File: src/rtl/matrix_loader_pkg.sv
// Shared definitions for the 3x3 operand-pair loader.
//   N_ELEM       elements per 3x3 matrix
//   FRAME_BEATS  input beats per operand pair (A then B)
//   BEAT_W       width of the beat counter / bank write index
//   bank_state_t per-bank occupancy state
package matrix_loader_pkg;

  localparam int N_ELEM      = 9;
  localparam int FRAME_BEATS = 2 * N_ELEM;
  localparam int BEAT_W      = $clog2(FRAME_BEATS);

  typedef enum logic [1:0] {
    EMPTY   = 2'd0,
    FILLING = 2'd1,
    FULL    = 2'd2
  } bank_state_t;

endpackage

File: src/rtl/matrix_bank.sv
// One storage bank holding an A/B operand pair (18 elements).
// Elements 0..8 are A, elements 9..17 are B, both row-major.
// Ports:
//   clk, rst_n  clock, async active-low reset (clears storage)
//   wr_en       write wr_data into element wr_idx this cycle
//   wr_idx      element index 0..17
//   wr_data     element value, stored bit-exact
//   rd_a, rd_b  packed read port of the A and B halves
module matrix_bank
  import matrix_loader_pkg::*;
#(
  parameter int W = 2
) (
  input  logic                         clk,
  input  logic                         rst_n,
  input  logic                         wr_en,
  input  logic [BEAT_W-1:0]            wr_idx,
  input  logic [W-1:0]                 wr_data,
  output logic [0:N_ELEM-1][W-1:0]     rd_a,
  output logic [0:N_ELEM-1][W-1:0]     rd_b
);

  logic [W-1:0] mem [FRAME_BEATS];

  always_ff @(posedge clk or negedge rst_n) begin
    if (!rst_n) begin
      for (int i = 0; i < FRAME_BEATS; i++) mem[i] <= '0;
    end else if (wr_en && (wr_idx < BEAT_W'(FRAME_BEATS))) begin
      mem[wr_idx] <= wr_data;
    end
  end

  always_comb begin
    for (int i = 0; i < N_ELEM; i++) begin
      rd_a[i] = mem[i];
      rd_b[i] = mem[i + N_ELEM];
    end
  end

endmodule

File: src/rtl/matrix_loader.sv
// Streams 18 elements per frame (A[0..8] then B[0..8]) into a pair of
// ping-pong banks and presents each complete operand pair to a 3x3
// multiplier stage with a valid/ready handshake.
// Ports:
//   clk, rst_n           clock, async active-low reset
//   in_data/in_valid/in_ready   element stream input
//   flush                drop the partially loaded frame
//   A, B                 operand pair from the read bank, index = 3*row+col
//   out_valid/out_ready  operand-pair handshake
//   pair_count           wrapping count of consumed pairs
//
// Bank state table:
//   state   | meaning
//   EMPTY   | no data, waiting for first beat
//   FILLING | some beats of the frame written
//   FULL    | complete pair, waiting for the consumer
module matrix_loader
  import matrix_loader_pkg::*;
#(
  parameter int W = 2
) (
  input  logic                     clk,
  input  logic                     rst_n,
  input  logic [W-1:0]             in_data,
  input  logic                     in_valid,
  output logic                     in_ready,
  input  logic                     flush,
  output logic [0:N_ELEM-1][W-1:0] A,
  output logic [0:N_ELEM-1][W-1:0] B,
  output logic                     out_valid,
  input  logic                     out_ready,
  output logic [7:0]               pair_count
);

  bank_state_t state_q [2];
  bank_state_t state_d [2];
  logic              wr_bank, rd_bank;
  logic [BEAT_W-1:0] beat_cnt;
  logic              accept, last_beat, handshake;
  logic [1:0]        wr_sel, rd_sel, bank_we;
  logic [0:N_ELEM-1][W-1:0] a0, b0, a1, b1;

  assign wr_sel = {wr_bank, ~wr_bank};
  assign rd_sel = {rd_bank, ~rd_bank};

  assign in_ready  = (state_q[wr_bank] != FULL);
  assign out_valid = (state_q[rd_bank] == FULL);

  // flush wins over a simultaneous beat: the element is dropped
  assign accept    = in_valid && in_ready && !flush;
  assign last_beat = accept && (beat_cnt == BEAT_W'(FRAME_BEATS - 1));
  assign handshake = out_valid && out_ready;
  assign bank_we   = accept ? wr_sel : 2'b00;

  // The read bank is FULL on a handshake and the write bank is never FULL
  // while accepting, so the two updates never target the same bank.
  always_comb begin
    for (int i = 0; i < 2; i++) begin
      state_d[i] = state_q[i];
      if (handshake && rd_sel[i]) begin
        state_d[i] = EMPTY;
      end else if (accept && wr_sel[i]) begin
        state_d[i] = last_beat ? FULL : FILLING;
      end else if (flush && wr_sel[i] && (state_q[i] == FILLING)) begin
        state_d[i] = EMPTY;
      end
    end
  end

  always_ff @(posedge clk or negedge rst_n) begin
    if (!rst_n) begin
      state_q[0] <= EMPTY;
      state_q[1] <= EMPTY;
    end else begin
      state_q[0] <= state_d[0];
      state_q[1] <= state_d[1];
    end
  end

  always_ff @(posedge clk or negedge rst_n) begin
    if (!rst_n) begin
      wr_bank    <= 1'b0;
      rd_bank    <= 1'b0;
      beat_cnt   <= '0;
      pair_count <= 8'd0;
    end else begin
      if (flush) begin
        beat_cnt <= '0;
      end else if (accept) begin
        beat_cnt <= last_beat ? '0 : beat_cnt + 1'b1;
      end
      if (last_beat) wr_bank <= ~wr_bank;
      if (handshake) begin
        rd_bank    <= ~rd_bank;
        pair_count <= pair_count + 8'd1;
      end
    end
  end

  matrix_bank #(.W(W)) u_bank0 (
    .clk     (clk),
    .rst_n   (rst_n),
    .wr_en   (bank_we[0]),
    .wr_idx  (beat_cnt),
    .wr_data (in_data),
    .rd_a    (a0),
    .rd_b    (b0)
  );

  matrix_bank #(.W(W)) u_bank1 (
    .clk     (clk),
    .rst_n   (rst_n),
    .wr_en   (bank_we[1]),
    .wr_idx  (beat_cnt),
    .wr_data (in_data),
    .rd_a    (a1),
    .rd_b    (b1)
  );

  assign A = rd_bank ? a1 : a0;
  assign B = rd_bank ? b1 : b0;

endmodule

File: config.mk
export PLATFORM = sky130hd
export DESIGN_NAME = matrix_loader
export DESIGN_NICKNAME = d
export VERILOG_FILES = /design/src/rtl/matrix_loader_pkg.sv /design/src/rtl/matrix_bank.sv /design/src/rtl/matrix_loader.sv
export SDC_FILE = /design/constraint.sdc
export NUM_CORES = 1
export LEC_CHECK = 0
export BUFFER_PORTS_ARGS = -buffer_cell sky130_fd_sc_hd__buf_4
export CORE_MARGIN = 1.5
export CORE_UTILIZATION = 60
export DETAILED_ROUTE_END_ITERATION = 8
export PLACE_DENSITY = 0.82
export SETUP_SLACK_MARGIN = 0.05
export SLEW_MARGIN = 20
export SYNTH_ARGS = -nofsm -noshare
export SYNTH_HDL_FRONTEND = slang
export SYNTH_SLANG_ARGS = --single-unit
File: constraint.sdc
create_clock -name clk -period 3.2 [get_ports clk]
set_input_delay 0.64 -clock clk [delete_from_list [all_inputs] [get_ports clk]]
set_output_delay 0.64 -clock clk [all_outputs]
set_load 0.03 [all_outputs]
==> report_table.html, run 1 <==
<table>
<tr><th>Metric</th><th>Value</th></tr>
<tr><th colspan="2">Run status</th></tr>
<tr><td>Outcome</td><td>complete, no violations</td></tr>
<tr><th colspan="2">Clock network</th></tr>
<tr><td>Buffer count from post-CTS setup fixing</td><td>0</td></tr>
<tr><td># H-tree levels</td><td>3</td></tr>
<tr><td>TritonCTS sink count</td><td>between 90 and 100</td></tr>
<tr><td>CTS resizes</td><td>0</td></tr>
<tr><td>Root buffer cell</td><td>sky130_fd_sc_hd__clkbuf_8</td></tr>
<tr><td>Post-CTS clock slew at the launch and capture registers of the worst setup and hold paths</td><td>approximately 0.090 ns</td></tr>
<tr><td>Buffers from clock root to sink, at most</td><td>2</td></tr>
<tr><td>Hold-fix buffer count after cts</td><td>0</td></tr>
<tr><td>Number of CTS-inserted buffers</td><td>9</td></tr>
<tr><td>CTS tree</td><td>done</td></tr>
<tr><td>Source-to-sink clock delay at the later pin of the worst-skew pair</td><td>0.36 ns</td></tr>
<tr><th colspan="2">Setup path</th></tr>
<tr><td>Slowest cell on the critical path</td><td>sky130_fd_sc_hd__dfrtp_1</td></tr>
<tr><td>Launching element of the worst setup path</td><td>rd_bank</td></tr>
<tr><td>Stages on worst setup path</td><td>3</td></tr>
<tr><td>Cell depth of the worst flop-to-flop path</td><td>3</td></tr>
<tr><td>Most frequent cell on the critical path</td><td>sky130_fd_sc_hd__buf_4</td></tr>
<tr><td>R2r endpoint</td><td>pair_count[1]</td></tr>
<tr><td>Critical path buffers and inverters</td><td>2</td></tr>
<tr><td>Endpoint of the most critical setup path</td><td>A[5]</td></tr>
<tr><td>Crit path max fanout</td><td>17</td></tr>
<tr><td>Top delay family on crit path</td><td>flip-flops</td></tr>
<tr><td>Classification of the worst setup path</td><td>register to output pin</td></tr>
<tr><td>Kind of end point of the critical path</td><td>output pin</td></tr>
<tr><td>Reg2reg setup slack</td><td>about 1.2 ns</td></tr>
<tr><td>Arrival time reported for the critical path endpoint</td><td>2.07 ns</td></tr>
<tr><td>Worst stage delay on the critical path</td><td>between 0.8 and 0.9 ns</td></tr>
<tr><td>Worst reg2reg path startpoint</td><td>rd_bank</td></tr>
<tr><td>Req. time, crit path</td><td>2.56 ns</td></tr>
<tr><td>Kind of launch point of the worst setup path</td><td>register</td></tr>
<tr><td>Series of cell instances along the critical path</td><td>buf_4 -&gt; mux2_2 -&gt; buf_4</td></tr>
<tr><th colspan="2">Yosys</th></tr>
<tr><td>Xor and xnor fraction of the mapped netlist area</td><td>1.564%</td></tr>
<tr><td>Synthesized instance count</td><td>355</td></tr>
<tr><td>Post-Synthesis Cell Area</td><td>0.004479 mm²</td></tr>
<tr><td>Post-synthesis mux area share</td><td>27.85%</td></tr>
<tr><td>Number of warning messages in the yosys log</td><td>0</td></tr>
<tr><td>Simple-gate portion of the synthesized area</td><td>about 12%</td></tr>
<tr><td>Cell type contributing the most total cell area after synthesis</td><td>sky130_fd_sc_hd__dfrtp_1</td></tr>
<tr><td>Mean Syn Cell Area</td><td>approximately 13 µm²</td></tr>
<tr><td>Top cells by area, synth</td><td>sky130_fd_sc_hd__dfrtp_1 (51%), sky130_fd_sc_hd__mux2_2 (27%), sky130_fd_sc_hd__nand3_1 (3.8%)</td></tr>
<tr><td>Sequential element share of the synthesized area</td><td>around 50%</td></tr>
<tr><td>Count of unique library cells instantiated by Yosys</td><td>42</td></tr>
<tr><td>Area share of the largest cell type after synthesis</td><td>approximately 51%</td></tr>
<tr><td>Flops &amp; latches, synth</td><td>91</td></tr>
<tr><td>Fraction of the mapped netlist area in compound gates</td><td>2.598%</td></tr>
<tr><td>Main combinational cell family by area after synthesis</td><td>multiplexers</td></tr>
<tr><td>Net count of the mapped netlist</td><td>367</td></tr>
<tr><td>Adder and majority gate portion of the synthesized area</td><td>1.397%</td></tr>
<tr><th colspan="2">Die</th></tr>
<tr><td>Starting density of the core</td><td>61.76%</td></tr>
<tr><td>DIE AREA</td><td>0.007993 mm²</td></tr>
<tr><td>Floorplan core area</td><td>0.007253 mm²</td></tr>
<tr><td>Standard-cell row count</td><td>31</td></tr>
<tr><td>Number of ports placed on the die boundary</td><td>53</td></tr>
<tr><td>Die height</td><td>89.41 µm</td></tr>
<tr><td>DIE WIDTH</td><td>a little under 90 µm</td></tr>
<tr><th colspan="2">Timing</th></tr>
<tr><td>Skew final</td><td>approximately 0.012 ns</td></tr>
<tr><td>Count of final hold-check violations</td><td>0</td></tr>
<tr><td>Max-slew violation total from the final report</td><td>0</td></tr>
<tr><td>Fraction of the cycle the final worst path needs</td><td>84.72%</td></tr>
<tr><td>Setup repair after global routing missed its margin</td><td>no</td></tr>
<tr><td>Remaining max-slew budget at the tightest pin</td><td>52.31%</td></tr>
<tr><td>Actual transition at the worst max-transition pin</td><td>0.7153 ns</td></tr>
<tr><td>Setup TNS</td><td>0 ns</td></tr>
<tr><td>Min Clock Period, post-route</td><td>2.711 ns</td></tr>
<tr><td>Maximum clock frequency</td><td>between 0.3 and 0.4 GHz</td></tr>
<tr><td>Number of failing setup endpoints in the final timing report</td><td>0</td></tr>
<tr><th colspan="2">Pwr</th></tr>
<tr><td>Cell Pwr Density</td><td>433.7 mW/mm²</td></tr>
<tr><td>Largest vdd supply drop</td><td>between 300 and 400 µV</td></tr>
<tr><td>Leak Pwr</td><td>0.002566 µW</td></tr>
<tr><th colspan="2">Job</th></tr>
<tr><td>MaxCap Viol Count</td><td>0</td></tr>
<tr><th colspan="2">Global routing</th></tr>
<tr><td>Global-route usage over all layers</td><td>a little under a quarter</td></tr>
<tr><td>First-pass GRT wire length</td><td>14170 µm</td></tr>
<tr><td>Via count of the first global-routing pass</td><td>2880</td></tr>
<tr><td>Pin count of the biggest net entering global routing</td><td>47</td></tr>
<tr><td>Remaining Overflow, GRT</td><td>0</td></tr>
<tr><td>Initial antenna violation count</td><td>0</td></tr>
<tr><th colspan="2">Detailed routing</th></tr>
<tr><td>Count of unresolved DRC violations after routing</td><td>0</td></tr>
<tr><td>Detailed-route wire length per cell</td><td>17.73 µm</td></tr>
<tr><td>Number of design-rule violations left by the first detailed-router iteration</td><td>120</td></tr>
<tr><td>Vias per cell</td><td>5.798</td></tr>
<tr><td>Via total after detailed routing</td><td>roughly 2900</td></tr>
<tr><td>TritonRoute pass-1 iters</td><td>4</td></tr>
<tr><td>Antenna violation net count after detailed routing</td><td>0</td></tr>
<tr><td>Post-detailed-routing wire length</td><td>just under 9000 µm</td></tr>
<tr><th colspan="2">Place</th></tr>
<tr><td>Number of port buffers</td><td>52</td></tr>
<tr><td>Placed wire-length estimate</td><td>5797 µm</td></tr>
<tr><td>Gpl congestion</td><td>0.7690</td></tr>
<tr><td>Placed cell count</td><td>slightly below 500</td></tr>
<tr><th colspan="2">Final layout</th></tr>
<tr><td>Fraction of layout cells with a size suffix above 1</td><td>46.88%</td></tr>
<tr><td>Leading cell type in the layout, fill and taps excluded</td><td>sky130_fd_sc_hd__mux2_2</td></tr>
<tr><td>Number of diodes added for antenna fixing</td><td>0</td></tr>
<tr><td>Commonest cells after routing, fill and taps aside</td><td>sky130_fd_sc_hd__mux2_2 (106), sky130_fd_sc_hd__dfrtp_1 (91), sky130_fd_sc_hd__buf_4 (58), sky130_fd_sc_hd__nand3_1 (34), sky130_fd_sc_hd__nor2_1 (12)</td></tr>
<tr><td>Final cell count without fillers</td><td>500</td></tr>
<tr><td>Growth of design area from synthesis to finish</td><td>13.44%</td></tr>
<tr><td>Layout Nets</td><td>408</td></tr>
<tr><td>Post-Route Utilization</td><td>70.05%</td></tr>
<tr><td>Final-layout fill cell count</td><td>514</td></tr>
<tr><th colspan="2">Min path</th></tr>
<tr><td>Type of the worst min-delay path</td><td>primary input to async pin</td></tr>
</table>
[area by class of cell]
cell class              count  area (µm²)  area share [%]
clock buffers              11       141.4           2.783
clock inverters             5       45.04          0.8865
inverters                   5       18.77          0.3694
multi-input cells         231        2039           40.14
flip-flops and latches     91        2277           44.82
well taps                  99       123.9           2.438
repair buffers             58       435.4           8.569
[worst min path at each step]
| stage | from | to | cells past startpoint |
|---|---|---|---|
| floorplan | rst_n | beat_cnt[0] | 0 |
| global placement | pair_count[7] | pair_count[7] | 1 |
| detailed placement | pair_count[7] | pair_count[7] | 1 |
| CTS | rst_n | state_q[0] | 1 |
| global route | rst_n | state_q[0] | 1 |
| finish | rst_n | state_q[0] | 1 |
[layer usage]
metal / GRT usage (%) / share of wire, %
met1: 31.88 / 46
met2: 37.94 / 48
met3: 4.524 / 4.1
met4: 9.371 / 1.8
met5: 0 / 0
[cell families (layout without fill, tap and decap cells)]
| logic type | count (synthesis) | in the layout |
|---|---|---|
| adder cells (fa/ha/maj) | 5 | 5 |
| buffers and inverters | 33 | 79 |
| AO/OA/AOI/OAI | 18 | 18 |
| XOR/XNOR | 8 | 8 |
| AND/OR/NAND/NOR | 89 | 89 |
| multiplexers | 111 | 111 |
| flip-flops | 91 | 91 |
[stage by stage]
step / worst slack (ns) / cell area (µm²) / total power (µW) / hold slack, ns
3_5_place_dp: 0.9052 / 4895 / 1482 / 0.4638
6_report: 0.4890 / 5081 / 2204 / 0.2751
5_1_grt: 0.4302 / 5081 / 2289 / 0.3134
3_3_place_gp: 0.9366 / 4895 / 1477 / 0.4623
2_1_floorplan: 1.285 / 4479 / 1383 / 0.3444
4_1_cts: 0.4864 / 5081 / 2223 / 0.2892
[power by group]
part	internal [µW]	switching, µW
Sequential	1180	21.7
Clock	317	426
Combinational	101	156
[cells in the mapped netlist]
cell and number:
sky130_fd_sc_hd__xor2_1 2, sky130_fd_sc_hd__a21o_1 1, sky130_fd_sc_hd__nor3b_2 1, sky130_fd_sc_hd__buf_1 5, sky130_fd_sc_hd__clkbuf_2 1, sky130_fd_sc_hd__nand3b_1 2
sky130_fd_sc_hd__a21boi_4 1, sky130_fd_sc_hd__xnor2_1 6, sky130_fd_sc_hd__nand2b_1 3, sky130_fd_sc_hd__or3b_1 1, sky130_fd_sc_hd__clkbuf_1 9, sky130_fd_sc_hd__a41oi_1 1
sky130_fd_sc_hd__mux2_2 106, sky130_fd_sc_hd__nor2_4 1, sky130_fd_sc_hd__nand4bb_1 1, sky130_fd_sc_hd__nor2b_1 1, sky130_fd_sc_hd__ha_1 5, sky130_fd_sc_hd__mux2i_1 2
sky130_fd_sc_hd__nor2_1 12, sky130_fd_sc_hd__nor3_4 1, sky130_fd_sc_hd__a211oi_1 1, sky130_fd_sc_hd__nor2b_4 1, sky130_fd_sc_hd__nand3b_4 1, sky130_fd_sc_hd__dfrtp_1 91
sky130_fd_sc_hd__buf_2 9, sky130_fd_sc_hd__o21ai_0 3, sky130_fd_sc_hd__nand2_1 8, sky130_fd_sc_hd__buf_4 1, sky130_fd_sc_hd__nor3b_4 1, sky130_fd_sc_hd__nor4bb_1 1
sky130_fd_sc_hd__or3b_4 1, sky130_fd_sc_hd__and3_1 9, sky130_fd_sc_hd__nand3_1 34, sky130_fd_sc_hd__nand4_1 5, sky130_fd_sc_hd__buf_6 3, sky130_fd_sc_hd__and3b_1 1
sky130_fd_sc_hd__and2_1 3, sky130_fd_sc_hd__inv_1 5, sky130_fd_sc_hd__mux2_1 3, sky130_fd_sc_hd__a31oi_1 3, sky130_fd_sc_hd__a21oi_1 8, sky130_fd_sc_hd__and2b_2 1
[state kept, by name, summed over array words and instances (netlist names)]
register,count
u_bank0.rd_a,18
u_bank0.rd_b,18
u_bank1.rd_a,18
u_bank1.rd_b,18
pair_count,8
beat_cnt,5
state_q,4
rd_bank,1
wr_bank,1
(Power assumes the default switching activity.)
==> run 2: changes to the inputs <==
- CORE_UTILIZATION: 60 -> 58
- PLACE_DENSITY: 0.82 -> 0.79
- clock period: 3.2 -> 2.7 ns (I/O delays scaled with it)
==> run 2 against run 1 <==
  * Final cell count unchanged
  * Critical path type unchanged
  * First-iteration DRC count up 64%
  * Sequential share of layout area down 0.18 points
  * Critical endpoint is now out_valid
  * Combinational power up 19%
  * Critical path depth up 1
  * Core utilization down 0.83 points
==> report_table.html, run 2 (synthesized netlist as in run 1, its figures left out) <==
<table>
<tr><th>Metric</th><th>Value</th></tr>
<tr><th colspan="2">Global routing</th></tr>
<tr><td>Via count of the first global-routing pass</td><td>2884 (+0.14%)</td></tr>
<tr><td>Initial antenna violation count</td><td>0 (unchanged)</td></tr>
<tr><td>First-pass GRT wire length</td><td>14400 µm (+1.6%)</td></tr>
<tr><td>Remaining Overflow, GRT</td><td>0 (unchanged)</td></tr>
<tr><td>Pin count of the biggest net entering global routing</td><td>52 (+11%)</td></tr>
<tr><td>Global-route usage over all layers</td><td>22.14% (-1.5 points)</td></tr>
<tr><th colspan="2">Detailed routing</th></tr>
<tr><td>Antenna violation net count after detailed routing</td><td>0 (unchanged)</td></tr>
<tr><td>TritonRoute pass-1 iters</td><td>4 (unchanged)</td></tr>
<tr><td>Detailed-routed wire length on met2</td><td>4293 µm (+1.5%)</td></tr>
<tr><td>Highest metal layer with signal wires</td><td>met4</td></tr>
<tr><td>Number of design-rule violations left by the first detailed-router iteration</td><td>197 (+64%)</td></tr>
<tr><td>Vias per cell</td><td>5.720 (-1.3%)</td></tr>
<tr><td>Via total after detailed routing</td><td>2860 (-1.3%)</td></tr>
<tr><td>Routed wire length on met3</td><td>281 µm (-23%)</td></tr>
<tr><td>Count of unresolved DRC violations after routing</td><td>0 (unchanged)</td></tr>
<tr><td>Post-detailed-routing wire length</td><td>8593 µm (-3.1%)</td></tr>
<tr><td>Detailed-route wire length per cell</td><td>17.19 µm (-3.1%)</td></tr>
<tr><td>Post-route met1 wirelength</td><td>3923 µm (-4.5%)</td></tr>
<tr><th colspan="2">Timing</th></tr>
<tr><td>Count of final hold-check violations</td><td>0 (unchanged)</td></tr>
<tr><td>Maximum clock frequency</td><td>0.4513 GHz</td></tr>
<tr><td>Min Clock Period, post-route</td><td>around 2.2 ns</td></tr>
<tr><td>Actual transition at the worst max-transition pin</td><td>0.5327 ns (-0.1826 ns)</td></tr>
<tr><td>Remaining max-slew budget at the tightest pin</td><td>64.49% (+12 points)</td></tr>
<tr><td>Setup TNS</td><td>0 ns (unchanged)</td></tr>
<tr><td>Fraction of the cycle the final worst path needs</td><td>82.07%</td></tr>
<tr><td>Setup repair after global routing missed its margin</td><td>no</td></tr>
<tr><td>Number of failing setup endpoints in the final timing report</td><td>0 (unchanged)</td></tr>
<tr><td>Skew final</td><td>0.01580 ns (+0.004183 ns)</td></tr>
<tr><td>Max-slew violation total from the final report</td><td>0 (unchanged)</td></tr>
<tr><th colspan="2">Die</th></tr>
<tr><td>Starting density of the core</td><td>60.78% (-0.98 points)</td></tr>
<tr><td>Number of ports placed on the die boundary</td><td>53 (unchanged)</td></tr>
<tr><td>DIE AREA</td><td>0.008259 mm² (+3.3%)</td></tr>
<tr><td>Floorplan core area</td><td>0.007370 mm² (+1.6%)</td></tr>
<tr><td>Die height</td><td>90.88 µm (+1.6%)</td></tr>
<tr><td>DIE WIDTH</td><td>90.88 µm (+1.6%)</td></tr>
<tr><td>Standard-cell row count</td><td>31 (unchanged)</td></tr>
<tr><th colspan="2">Pwr</th></tr>
<tr><td>Clock Power Share</td><td>34.5% (+0.8 points)</td></tr>
<tr><td>Reported net switching power</td><td>693.4 µW (+15%)</td></tr>
<tr><td>Part of the power in combinational logic</td><td>11.6% (about the same)</td></tr>
<tr><td>Power after layout</td><td>2644 µW (+20%)</td></tr>
<tr><td>Part of the total power dissipated in sequential elements</td><td>53.9% (-0.7 points)</td></tr>
<tr><td>Largest vdd supply drop</td><td>342.3 µV (-4.9%)</td></tr>
<tr><td>Internal power component</td><td>1950 µW (+22%)</td></tr>
<tr><td>Leak Pwr</td><td>0.002567 µW (about the same)</td></tr>
<tr><td>Cell Pwr Density</td><td>518.2 mW/mm² (+19%)</td></tr>
<tr><td>Switching share of power</td><td>26.23% (-1.2 points)</td></tr>
<tr><th colspan="2">Clock network</th></tr>
<tr><td>Root buffer cell</td><td>sky130_fd_sc_hd__clkbuf_8</td></tr>
<tr><td>Number of CTS-inserted buffers</td><td>9 (unchanged)</td></tr>
<tr><td># H-tree levels</td><td>3 (unchanged)</td></tr>
<tr><td>Hold-fix buffer count after cts</td><td>0 (unchanged)</td></tr>
<tr><td>CTS resizes</td><td>0 (unchanged)</td></tr>
<tr><td>Source-to-sink clock delay at the later pin of the worst-skew pair</td><td>0.36 ns (about the same)</td></tr>
<tr><td>TritonCTS sink count</td><td>91 (unchanged)</td></tr>
<tr><td>Buffers from clock root to sink, at most</td><td>2 (unchanged)</td></tr>
<tr><td>Buffer count from post-CTS setup fixing</td><td>0 (unchanged)</td></tr>
<tr><td>CTS tree</td><td>done</td></tr>
<tr><td>Post-CTS clock slew at the launch and capture registers of the worst setup and hold paths</td><td>0.10 ns (about the same)</td></tr>
<tr><th colspan="2">Job</th></tr>
<tr><td>MaxCap Viol Count</td><td>0 (unchanged)</td></tr>
<tr><th colspan="2">Min path</th></tr>
<tr><td>Type of the worst min-delay path</td><td>primary input to async pin</td></tr>
<tr><th colspan="2">Final layout</th></tr>
<tr><td>Final cell count without fillers</td><td>500 (unchanged)</td></tr>
<tr><td>Number of diodes added for antenna fixing</td><td>0 (unchanged)</td></tr>
<tr><td>Fraction of layout cells with a size suffix above 1</td><td>46.88% (unchanged)</td></tr>
<tr><td>Commonest cells after routing, fill and taps aside</td><td>sky130_fd_sc_hd__mux2_2 (106), sky130_fd_sc_hd__dfrtp_1 (91), sky130_fd_sc_hd__buf_4 (57), sky130_fd_sc_hd__nand3_1 (34), sky130_fd_sc_hd__nor2_1 (12)</td></tr>
<tr><td>Leading cell type in the layout, fill and taps excluded</td><td>sky130_fd_sc_hd__mux2_2</td></tr>
<tr><td>Layout Nets</td><td>408 (unchanged)</td></tr>
<tr><td>Growth of design area from synthesis to finish</td><td>13.88%</td></tr>
<tr><th colspan="2">Setup path</th></tr>
<tr><td>R2r endpoint</td><td>u_bank0.rd_b[15]</td></tr>
<tr><td>Arrival time reported for the critical path endpoint</td><td>1.68 ns (-0.39 ns)</td></tr>
<tr><td>Kind of launch point of the worst setup path</td><td>register</td></tr>
<tr><td>Kind of end point of the critical path</td><td>output pin</td></tr>
<tr><td>Crit path max fanout</td><td>20 (+3)</td></tr>
<tr><td>Reg2reg setup slack</td><td>0.81 ns (-0.40 ns)</td></tr>
<tr><td>Cell depth of the worst flop-to-flop path</td><td>5 (+2)</td></tr>
<tr><td>Classification of the worst setup path</td><td>register to output pin</td></tr>
<tr><td>Req. time, crit path</td><td>2.16 ns (-0.40 ns)</td></tr>
<tr><td>Worst reg2reg path startpoint</td><td>state_q[3]</td></tr>
<tr><th colspan="2">Place</th></tr>
<tr><td>Number of port buffers</td><td>52 (unchanged)</td></tr>
<tr><td>Gpl congestion</td><td>0.8569 (+11%)</td></tr>
<tr><td>Placed wire-length estimate</td><td>5592 µm (-3.5%)</td></tr>
<tr><td>Placed cell count</td><td>484 (unchanged)</td></tr>
<tr><th colspan="2">Run status</th></tr>
<tr><td>Outcome</td><td>complete, no violations</td></tr>
</table>
## run 2: worst max-delay path: stages, from the launching register on
cell                      delay, ns
sky130_fd_sc_hd__dfrtp_1       0.40
sky130_fd_sc_hd__buf_4         0.23
sky130_fd_sc_hd__or3b_1        0.44
sky130_fd_sc_hd__nand2_1       0.10
sky130_fd_sc_hd__buf_4         0.15
## run 2: worst max path at each step
stage                  start               end  slack [ns]  depth (start not counted)
floorplan            rd_bank              A[0]        0.88                          3
global placement       flush  u_bank1.rd_b[12]        0.71                          5
detailed placement  in_valid  u_bank0.rd_a[12]        0.70                          6
CTS                  rd_bank         out_valid        0.47                          4
global route         rd_bank         out_valid        0.41                          4
finish               rd_bank         out_valid        0.48                          4
## run 2: metal layers
layer	GRT usage, %	up-vias
met5	0	-
met4	7.813	0
met3	3.620	8
met2	36.72	56
met1	29.53	1447
li1	-	1349
## run 2: final cells by class
type,instances,area [µm²]
inverter,5,18.77
multi-input combinational,231,2039
sequential,91,2277
timing repair buffer,58,447.9
tap,99,123.9
clock buffer,10,127.6
fill,581,2268
clock inverter,6,66.31
## run 2: power by group through the flow
stage / sequential [µW] / combinational, µW / clock, µW
global placement: 1450 / 306 / 0
detailed placement: 1450 / 312 / 0
floorplan: 1440 / 195 / 0
CTS: 1420 / 313 / 928
global route: 1430 / 332 / 991
finish: 1420 / 308 / 911
## run 2: through the flow
| step | utilization (%) | hold WS (ns) | setup slack (ns) | area, µm² |
|---|---|---|---|---|
| finish | 69.22 | 0.1451 | 0.4840 | 5101 |
| global route | 69.22 | 0.1762 | 0.4100 | 5101 |
| CTS | 69.22 | 0.1625 | 0.4734 | 5101 |
| detailed placement | 66.59 | 0.4679 | 0.6954 | 4907 |
| global placement | 66.59 | 0.4619 | 0.7120 | 4907 |
| floorplan | - | 0.2444 | 0.8848 | 4479 |
